## src/rtl/instr_fetch_unit.sv

```systemverilog
// rtl/instr_fetch_unit.sv - instruction fetch stage: PC owner, single-outstanding imem fetch, output register
//
// Purpose
//   Owns the architectural PC and issues one instruction-memory request at a
//   time. The returned word is held in an output register with a valid/ready
//   handshake toward decode. Branch/jump redirects retarget the PC and squash
//   any fetch that is still in flight.
//
// Ports
//   clk, rst_n                       clock, asynchronous active-low reset
//   imem_req_valid/ready/addr        fetch request (addr = pc)
//   imem_resp_valid/data/err         fetch response, one per accepted request
//   redirect_valid/redirect_pc       taken branch/jump, one-cycle pulse
//   inst_valid/inst_ready            output handshake toward decode
//   inst, inst_pc                    held instruction word and its PC
//   inst_opcode/funct3/funct7        slices of inst
//   fetch_fault                      sticky fault flag (access fault or misaligned redirect)
//
// Optional feature (macro FETCH_PERF_CNT_EN)
//   Adds perf_fetched / perf_squashed 64-bit saturating counters.

module instr_fetch_unit #(
    parameter int              XLEN     = 64,
    parameter logic [XLEN-1:0] RESET_PC = 64'h0000_0000_8000_0000
) (
    input  logic            clk,
    input  logic            rst_n,
    output logic            imem_req_valid,
    input  logic            imem_req_ready,
    output logic [XLEN-1:0] imem_req_addr,
    input  logic            imem_resp_valid,
    input  logic [31:0]     imem_resp_data,
    input  logic            imem_resp_err,
    input  logic            redirect_valid,
    input  logic [XLEN-1:0] redirect_pc,
    output logic            inst_valid,
    input  logic            inst_ready,
    output logic [31:0]     inst,
    output logic [XLEN-1:0] inst_pc,
    output logic [6:0]      inst_opcode,
    output logic [2:0]      inst_funct3,
    output logic [6:0]      inst_funct7,
    output logic            fetch_fault
`ifdef FETCH_PERF_CNT_EN
    ,
    output logic [63:0]     perf_fetched,
    output logic [63:0]     perf_squashed
`endif
);

    localparam logic [31:0] NOP = 32'h0000_0013;

    typedef enum logic [1:0] {
        S_REQ   = 2'd0,
        S_WAIT  = 2'd1,
        S_HOLD  = 2'd2,
        S_FAULT = 2'd3
    } state_t;

    state_t          state, state_next;
    logic [XLEN-1:0] pc, pc_next;
    logic            drop, drop_next;
    logic            inst_valid_next;
    logic            fault_next;
    logic            inst_load;
    logic            req_fire;

    assign imem_req_valid = (state == S_REQ);
    assign imem_req_addr  = pc;
    assign req_fire       = imem_req_valid && imem_req_ready;

    assign inst_opcode = inst[6:0];
    assign inst_funct3 = inst[14:12];
    assign inst_funct7 = inst[31:25];

    always_ff @(posedge clk or negedge rst_n) begin
        if (!rst_n) begin
            state       <= S_REQ;
            pc          <= RESET_PC;
            drop        <= 1'b0;
            inst_valid  <= 1'b0;
            fetch_fault <= 1'b0;
            inst        <= NOP;
            inst_pc     <= '0;
        end else begin
            state       <= state_next;
            pc          <= pc_next;
            drop        <= drop_next;
            inst_valid  <= inst_valid_next;
            fetch_fault <= fault_next;
            if (inst_load) begin
                inst    <= imem_resp_data;
                inst_pc <= pc;
            end
        end
    end

    always_comb begin
        state_next      = state;
        pc_next         = pc;
        drop_next       = drop;
        inst_valid_next = inst_valid;
        fault_next      = fetch_fault;
        inst_load       = 1'b0;

        case (state)
            S_REQ: begin
                if (imem_req_ready) begin
                    state_next = S_WAIT;
                end
            end
            S_WAIT: begin
                if (imem_resp_valid) begin
                    if (drop) begin
                        drop_next  = 1'b0;
                        state_next = S_REQ;
                    end else if (imem_resp_err) begin
                        fault_next = 1'b1;
                        state_next = S_FAULT;
                    end else begin
                        inst_load       = 1'b1;
                        inst_valid_next = 1'b1;
                        state_next      = S_HOLD;
                    end
                end
            end
            S_HOLD: begin
                if (inst_ready) begin
                    inst_valid_next = 1'b0;
                    pc_next         = pc + XLEN'(4);
                    state_next      = S_REQ;
                end
            end
            S_FAULT: begin
                // A fetch squashed by a misaligned redirect may still answer here.
                if (imem_resp_valid && drop) begin
                    drop_next = 1'b0;
                end
            end
            default: state_next = S_REQ;
        endcase

        // Redirect overrides everything above. Any request still outstanding
        // after this edge belongs to the old path and must be dropped.
        if (redirect_valid) begin
            pc_next         = redirect_pc;
            inst_load       = 1'b0;
            inst_valid_next = 1'b0;
            drop_next       = req_fire || (((state == S_WAIT) || drop) && !imem_resp_valid);
            if (redirect_pc[1:0] != 2'b00) begin
                fault_next = 1'b1;
                state_next = S_FAULT;
            end else begin
                fault_next = 1'b0;
                // A stale fetch still pending (including one left over from a
                // misaligned redirect out of FAULT) is absorbed in WAIT before
                // the new path issues, keeping at most one request outstanding.
                state_next = drop_next ? S_WAIT : S_REQ;
            end
        end
    end

`ifdef FETCH_PERF_CNT_EN
    logic count_fetch;
    logic count_squash;

    assign count_fetch  = inst_valid && inst_ready && !redirect_valid;
    assign count_squash = (redirect_valid && (state == S_HOLD)) ||
                          (imem_resp_valid && (drop || (redirect_valid && (state == S_WAIT))));

    always_ff @(posedge clk or negedge rst_n) begin
        if (!rst_n) begin
            perf_fetched  <= '0;
            perf_squashed <= '0;
        end else begin
            if (count_fetch && (perf_fetched != '1)) begin
                perf_fetched <= perf_fetched + 64'd1;
            end
            if (count_squash && (perf_squashed != '1)) begin
                perf_squashed <= perf_squashed + 64'd1;
            end
        end
    end
`endif

endmodule

```

## config.mk

```make
export PLATFORM = sky130hd
export DESIGN_NAME = instr_fetch_unit
export DESIGN_NICKNAME = d
export VERILOG_FILES = /design/src/rtl/instr_fetch_unit.sv
export SDC_FILE = /design/constraint.sdc
export NUM_CORES = 1
export LEC_CHECK = 0
export ABC_AREA = 1
export CELL_PAD_IN_SITES_DETAIL_PLACEMENT = 1
export CELL_PAD_IN_SITES_GLOBAL_PLACEMENT = 1
export CORE_MARGIN = 2
export CORE_UTILIZATION = 30
export CTS_BUF_LIST = sky130_fd_sc_hd__clkbuf_4 sky130_fd_sc_hd__clkbuf_8
export CTS_CLUSTER_DIAMETER = 40
export DETAILED_ROUTE_END_ITERATION = 8
export PLACE_DENSITY_LB_ADDON = 0.1
export SYNTH_ARGS = -nofsm -noshare
export SYNTH_HDL_FRONTEND = slang
export SYNTH_SLANG_ARGS = --single-unit
export TNS_END_PERCENT = 100
```

## constraint.sdc

```tcl
create_clock -name clk -period 2 [get_ports clk]
set_input_delay 0.3 -clock clk [delete_from_list [all_inputs] [get_ports clk]]
set_output_delay 0.3 -clock clk [all_outputs]
set_load 0.02 [all_outputs]
```

* Word level (Yosys, flattened, before mapping)
Index checks and enable logic that the tools add are counted.
Widths: inputs -> output; s select.
** Storage, ports and cells
- Output and inout port bits :: 180
- Input port bits :: 103
- Logic and storage cells :: 72
- Register bits after elaboration :: 165
** Cells by class
- Mux-type cells :: 33
- $add $sub $neg :: 1
- Eq/ne operators :: 10
- Reductions and logical operators :: 21
** Operators with widths (number)
- $mux 64 :: 3
- $add 64x3->64 const B :: 1
- $mux 1 :: 21
- $ne 3x3->1 const B :: 5
- $mux 2 :: 6
- $reduce_bool 2->1 :: 6
- $reduce_and 4->1 :: 2
- $pmux 2 s3 :: 1
- $reduce_bool 3->1 :: 2
- $reduce_and 5->1 :: 1
- $eq 2x2->1 const B :: 2
- $pmux 1 s2 :: 2
- $reduce_bool 4->1 :: 1
- $logic_and 1x1->1 :: 3
- $ne 3x1->1 const B :: 1
- $reduce_and 3->1 :: 1
- $eq 2x1->1 const B :: 1
- $logic_not 2->1 :: 1
- $logic_or 1x1->1 :: 2
- $ne 2x2->1 const B :: 1
- $reduce_and 2->1 :: 1
- $logic_not 1->1 :: 1

* Depth between registers and ports, before layout
Gate-level depths: netlist (run 1).
- Depth in word-level cells :: 7
- Mapped depth :: 12
- Gate-level depth less buffers :: 12

* Least setup slack after synthesis (run 1)
Ideal clock, no wire load.
- Path kind :: register to register
- Start :: register pc[3], in the netlist imem_req_addr[3]
- End :: register pc[42], in the netlist imem_req_addr[42]
- Cell stages (with the launch flop) :: 11
- Setup slack :: 0.262 ns
- Required time :: 1.883 ns
- Buffers on the path :: 0
- Setup time :: 0.117 ns
- Period minus slack after synthesis :: 1.738 ns
- Data arrival time :: 1.621 ns
- Cells stage by stage :: dfrtp_1 ha_1 inv_1 nor2_4 nand2_2 nor2_2 nand2_1 o21ai_0 nand3_1 nand2_1 nand2_1
** Between the ends
- Longest elaborated chain between the ends :: 4
** RTL lines
- start, declared :: RTL line 61 : logic [XLEN-1:0] pc, pc_next;
- start signal, assigned :: RTL line 87 : pc <= pc_next;
- $add 64x3->64 :: RTL line 130 : pc_next = pc + XLEN'(4);
- $mux 64 :: RTL line 128 : if (inst_ready) begin
- $mux 64 :: RTL line 106 : case (state)
- $mux 64 :: RTL line 145 : if (redirect_valid) begin
Every way passes these cells. The select of a mux whose other input is x is not followed.
A chain may end at the register's enable or synchronous reset.

* Worst setup path in the final report (run 1)
- Start :: register pc[61], in the netlist imem_req_addr[61]
- End :: output port imem_req_addr[61]
** RTL lines
- end, declared :: RTL line 30 : output logic [XLEN-1:0] imem_req_addr,
No word-level cell between the ends.

==> results of run 1 <==
## what timing repair did
action / 4_1_cts / 5_1_grt
setup buffers: 0 / 2
hold endpoints to repair: 33 / 0
hold buffers: 1 / 0
gates resized for setup: 5 / 24
setup endpoints to repair: 5 / 28
## cell type report
cell class	count	area share [%]
clock buffers	18	1.83
repair buffers	348	26.2
flip-flops and latches	165	31.3
inverters	128	3.64
clock inverters	14	1.42
multi-input cells	888	31.9
well taps	390	3.69
## cells in the mapped netlist, drive strengths merged (4+ instances only)
cell    count
dfstp       4
a21oi      27
nand3      58
o21ai     148
nand4       7
inv       128
buf        44
nand2     397
clkbuf     18
mux2       40
ha          5
dfrtp     161
nor2      190
a31oi       4
nor3        4
## state kept, by name, summed over array words and instances (netlist names)
name           flops
fetch_fault        1
inst              32
imem_req_addr     64
inst_valid         1
inst_pc           64
state              2
drop               1
## logic make-up (layout without fill, tap and decap cells)
family	count (synthesis)	after routing	share of synthesized area (%)
simple gates	656	656	29.5
buf+inv	190	508	8.97
compound gates	187	187	10.7
flops	165	165	45.2
mux	40	40	4.93
fa+ha+maj	5	5	0.684
## how the worst max path moves through the flow
stage | cells past startpoint | slack (ns) | end
2_1_floorplan | 10 | 0.26 | imem_req_addr[42]
3_3_place_gp | 10 | 0.11 | imem_req_addr[52]
3_5_place_dp | 10 | 0.04 | imem_req_addr[52]
4_1_cts | 2 | 0.006 | imem_req_addr[45]
5_1_grt | 10 | -0.02 | imem_req_addr[36]
6_report | 1 | 0.06 | imem_req_addr[61]
## layer usage
| layer | part of all wire [%] | vias to the layer above |
|---|---|---|
| met5 | 0 | - |
| met4 | 1.3 | 0 |
| met3 | 5.5 | 28 |
| met2 | 45 | 263 |
| met1 | 48 | 4568 |
| li1 | - | 4528 |
## placed cells by master, fill, tap and decap left out, drive strengths merged, types with 2 or more instances in the layout
cell	count
dfstp	4
nor3	4
nand3	58
bufinv	3
inv	135
clkinvlp	2
a22oi	2
a31oi	4
o22ai	2
nor2	190
ha	5
dlygate4sd2	3
buf	67
clkinv	2
clkdlybuf4s50	269
a21oi	27
nand4	7
o21ai	148
clkbuf	18
nand2	397
dfrtp	161
mux2	40
dlymetal6s2s	8
## stage by stage
step	worst slack [ns]	cell area [um2]	TNS, ns	total power, uW
after floorplan	0.262	9140	0	9820
after global placement	0.113	12700	0	14000
after detailed placement	0.0404	12700	0	14200
after CTS	0.00632	13200	0	17000
after global routing	-0.0221	13200	-0.0405	17900
final	0.0583	13200	0	16800
## power groups by stage
stage	logic (uW)	registers [uW]	clock network, uW
floorplan	2720	7110	0
global placement	8250	5740	0
detailed placement	8380	5800	0
CTS	8400	5740	2860
global route	9010	5910	2960
finish	8310	5720	2760
==> metrics.yaml, run 1 <==
final-seq-area_um2: 4140
max_clock_freq_mhz: 515
power_frac_seq_pct: 34.1
cts-buffers-inserted: 17
layout-drive-gt1-share_pct: 12.6
cts-root-buf: "sky130_fd_sc_hd__clkbuf_8"
synth.yosys.seq_area_share_pct: 45.2
synthesis.instances: 1243
gr-usage-all-layers_pct: 22.3
worstSkewPairLatency_ns: 0.47
timing_worst_slew_pin_value_ns: 0.492
outcome: "finished clean"
power.clock.fraction_pct: 16.4
final_skew_ns: 0.0190
routed_wirelength_mm: 35.5
floorplan.initialDensity_pct: 30.7
area_of_the_die_um2: 31900
net-switching-power_uw: 7010
area.growth.synth_to_final_pct: 44.7
crit_family: "buffers and inverters"
timing.final.hold_violations: 0
routed-via-count: 9387
final.fill_count: 3631
worstPathRequired_ns: 1.70
place_hpwl_mm: 27.5
ys_seq_elements: 165
worst_setup_hold_path_clk_slew_ns: 0.11
core_region_area_um2: 29800
cts_sinks: 165
synth_largest_type_area_fraction_pct: 44.1
power_density_nw_per_um2: 1270
std_cell_rows: 63
leakagePower_uw: 0.00614
grt_max_degree: 80
critical_path.reg2reg.startpoint: "imem_req_addr[2]"
critical_path.n_buffers_inverters: 1
groute.layer.met1.usage_pct: 31.6
synthesis.yosys.warnings: 0
die_y_um: 179
first_global_vias: 9578
r2r.worst_path.cells: 9
tritoncts: "done"
finalSetupViolCount: 0
drt-vias-per-instance: 4.81
setup.worst_path.end_class: "output port"
grtUsageMet2_pct: 35.7
synth_top_flop_cell: "sky130_fd_sc_hd__dfrtp_1"
synth.distinct_cells: 34
busiest_layer: "met2"
worst_path_cell_trace: "clkdlybuf4s50_1"
fin_worst_hold_slack_ns: 0.295
final_core_utilization_pct: 44.4
numPlacedInstances: 1916
total_standard_cell_area_after_synthesis_um2: 9140
setup.worst_path.class: "reg2out"
grt_setup_unrepaired: "yes"
post_route_ant_nets: 0
synth_top_area_cell: "sky130_fd_sc_hd__dfrtp_1"
crit_path_top_delay_cell: "sky130_fd_sc_hd__clkdlybuf4s50_1"
synth_top_cells_by_area: "sky130_fd_sc_hd__dfrtp_1 44%, sky130_fd_sc_hd__nand2_1 16%, sky130_fd_sc_hd__nor2_1 7.1%"
boundaryPins: 283
grt_antenna_before_repair: 0
maximum_fanout_along_the_worst_path: 6
layout.cells.non_filler: 1951
drt_iter0_markers: 481
drt_drc_violations_left: 0
clockBufferDepth: 2
grt_first_pass_wirelength_mm: 54.2
grt.overflow.total: 0
wire_per_inst_um: 18.2
cp_slowest_stage_delay_ns: 0.66
switching_share_pct: 41.7
min-delay-path-class: "in2async"
post-route-min-period_ns: 1.94
rr_endpoint: "imem_req_addr[56]"
regToRegSetupSlack_ns: 0.16
cell_internal_pwr_uw: 9780
drv_slew: 0
synthesis.nets: 1351
cts-htree-levels: 4
number_of_flops_mapped_to_enable_cells_by_yosys: 0
async_flop_share_pct: 100
drv_cap: 0
finalNetCount: 1656
arrival_ns: 1.64
syn_area_cell_um2: 7.35
comb_power_share_pct: 49.5
io_buffers: 282
peakVddDrop_uv: 425
worstSetupStartpointType: "register"
place_congestion: 0.884
chipWidth_um: 179
n_antenna_cell: 0
multi_input_gate_area_um2: 4230
timing.slew.headroom_pct: 66.8
initial_drt_pass_iterations: 5
final_min_period_over_clock_period_pct: 97.1
grt_util_met3_pct: 3.71
cp_startpoint: "imem_req_addr[61]"
Power figures use the tool's default switching activity.
==> inputs of run 2 (changes only) <==
- CORE_MARGIN: 2 -> unset
==> run 2 against run 1 <==
Net effect:
- worst setup slack lost 0.014 ns
- routed wire length shrank 1.4%
- power shrank 1.8%
- global-route usage grew 0.52 points
- critical path depth is the same
- sequential power is essentially flat
- clock skew shrank 0.0012 ns
- cell area shrank 0.44%
- combinational power shrank 0.7%
- largest cell class unchanged
==> metrics.yaml, run 2 (synthesis gave the netlist of run 1 again) <==
critical_path.n_buffers_inverters: 1
grt.overflow.total: 0
arrival_ns: 1.66
setup-tns-final_ns: 0
setup.worst_path.end_class: "output port"
r2r.worst_path.cells: 10
peakVddDrop_uv: 457
n_antenna_cell: 0
max_clock_freq_mhz: 511
finalNetCount: 1654
maximum_fanout_along_the_worst_path: 6
tritoncts: "done"
die_y_um: 177
grt_setup_unrepaired: "no"
wire_per_inst_um: 17.9
drt_iter0_markers: 520
finalSetupViolCount: 0
clockBufferDepth: 2
worst_path_cell_trace: "clkdlybuf4s50_1"
timing_worst_slew_pin_value_ns: 0.448
cp_slowest_stage_delay_ns: 0.67
critPathCapture: "imem_req_addr[54]"
timing.final.hold_violations: 0
worstSetupPathDepth: 1
min-delay-path-class: "in2async"
dpl-instance-area_um2: 12700
worstSkewPairLatency_ns: 0.48
cts_sinks: 165
area.growth.synth_to_final_pct: 44.1
final_std_cell_area_no_fill_um2: 13200
rr_endpoint: "imem_req_addr[26]"
layout.cells.most_common: "sky130_fd_sc_hd__nand2_1"
drv_cap: 0
initial_drt_pass_iterations: 5
critical_path.reg2reg.startpoint: "imem_req_addr[2]"
grt_first_pass_wirelength_mm: 54.7
routed-via-count: 9285
floorplan.initialDensity_pct: 30.7
leakagePower_uw: 0.00617
first_global_vias: 9348
final_cell_mix: "385 x sky130_fd_sc_hd__nand2_1, 261 x sky130_fd_sc_hd__clkdlybuf4s50_1, 168 x sky130_fd_sc_hd__nor2_1, 153 x sky130_fd_sc_hd__dfrtp_1, 124 x sky130_fd_sc_hd__inv_1"
layout-drive-gt1-share_pct: 12.4
worst_setup_hold_path_clk_slew_ns: 0.11
final_skew_ns: 0.0178
cts-root-buf: "sky130_fd_sc_hd__clkbuf_8"
post_route_ant_nets: 0
cts-buffers-inserted: 17
grt_max_degree: 84
cts-htree-levels: 4
boundaryPins: 283
final_min_period_over_clock_period_pct: 97.8
power_density_nw_per_um2: 1250
chipWidth_um: 177
worstSetupStartpointType: "register"
place_hpwl_mm: 26.9
setup.worst_path.class: "reg2out"
place_congestion: 0.866
outcome: "finished clean"
final.fill_count: 3653
timing.slew.headroom_pct: 70.1
crit_family: "buffers and inverters"
drv_slew: 0
crit_path_top_delay_cell: "sky130_fd_sc_hd__clkdlybuf4s50_1"
grt_antenna_before_repair: 0
regToRegSetupSlack_ns: 0.14
cp_startpoint: "imem_req_addr[54]"
drt-vias-per-instance: 4.76
routed_wirelength_mm: 35.0
core_region_area_um2: 29800
io_buffers: 282
worstPathRequired_ns: 1.70
gr-usage-all-layers_pct: 22.8
drt_drc_violations_left: 0
area_of_the_die_um2: 31200
post-route-min-period_ns: 1.96
std_cell_rows: 63
-- run 2: changes by cell type in the layout (fill, tap and decap cells not counted), sizes merged, moves of 2 or more --
cell / change
bufinv: -3
dlymetal6s2s: +7
clkinv: +4
clkdlybuf4s50: -8
buf: -2
-- run 2: per-layer routing --
| layer | track usage, % | vias to the layer above | routed length (um) |
|---|---|---|---|
| li1 | - | 4529 | - |
| met5 | 0 | - | 0 |
| met2 | 35.6 | 254 | 15800 |
| met1 | 33.3 | 4481 | 17000 |
| met4 | 3.92 | 0 | 320 |
| met3 | 3.70 | 21 | 1850 |
-- run 2: repair_timing --
action	4_1_cts	5_1_grt
resized for setup	6	31
hold endpoints to repair	33	0
hold buffers	1	0
setup endpoints to repair	6	34
setup buffers	0	1
pin swaps	0	1
-- run 2: per-stage QoR --
step / setup WS, ns / util, % / instances / power (uW) / hold WS, ns
2_1_floorplan: 0.262 / - / 1243 / 9820 / 0.00441
3_3_place_gp: 0.0822 / 42.6 / 1915 / 14000 / 0.254
4_1_cts: 0.000478 / 43.9 / 1948 / 16700 / 0.297
6_report: 0.0442 / 44.2 / 1949 / 16500 / 0.280
3_5_place_dp: 0.0180 / 42.6 / 1915 / 14100 / 0.265
5_1_grt: 0.00276 / 44.2 / 1949 / 17600 / 0.294
-- run 2: layout make-up --
class / instances / area (um2) / share of cell area (%)
Clock inverter: 15 / 151 / 1.15
Multi-Input combinational cell: 888 / 4220 / 32.1
Timing Repair Buffer: 346 / 3450 / 26.2
Inverter: 128 / 482 / 3.66
Tap cell: 390 / 488 / 3.70
Sequential cell: 165 / 4140 / 31.5
Clock buffer: 17 / 234 / 1.78
-- run 2: worst min path at each step --
stage	from	to	slack, ns	depth (start not counted)
after floorplan	rst_n	drop	0.004	0
after global placement	rst_n	inst[13]	0.25	1
after detailed placement	rst_n	inst[14]	0.26	1
after CTS	rst_n	inst[14]	0.30	2
after global routing	rst_n	inst[13]	0.29	2
final	rst_n	inst[13]	0.28	2
-- run 2: power breakdown --
group	internal, uW	switching, uW
sequential	4630	1070
clock	939	1590
combinational	3830	4420
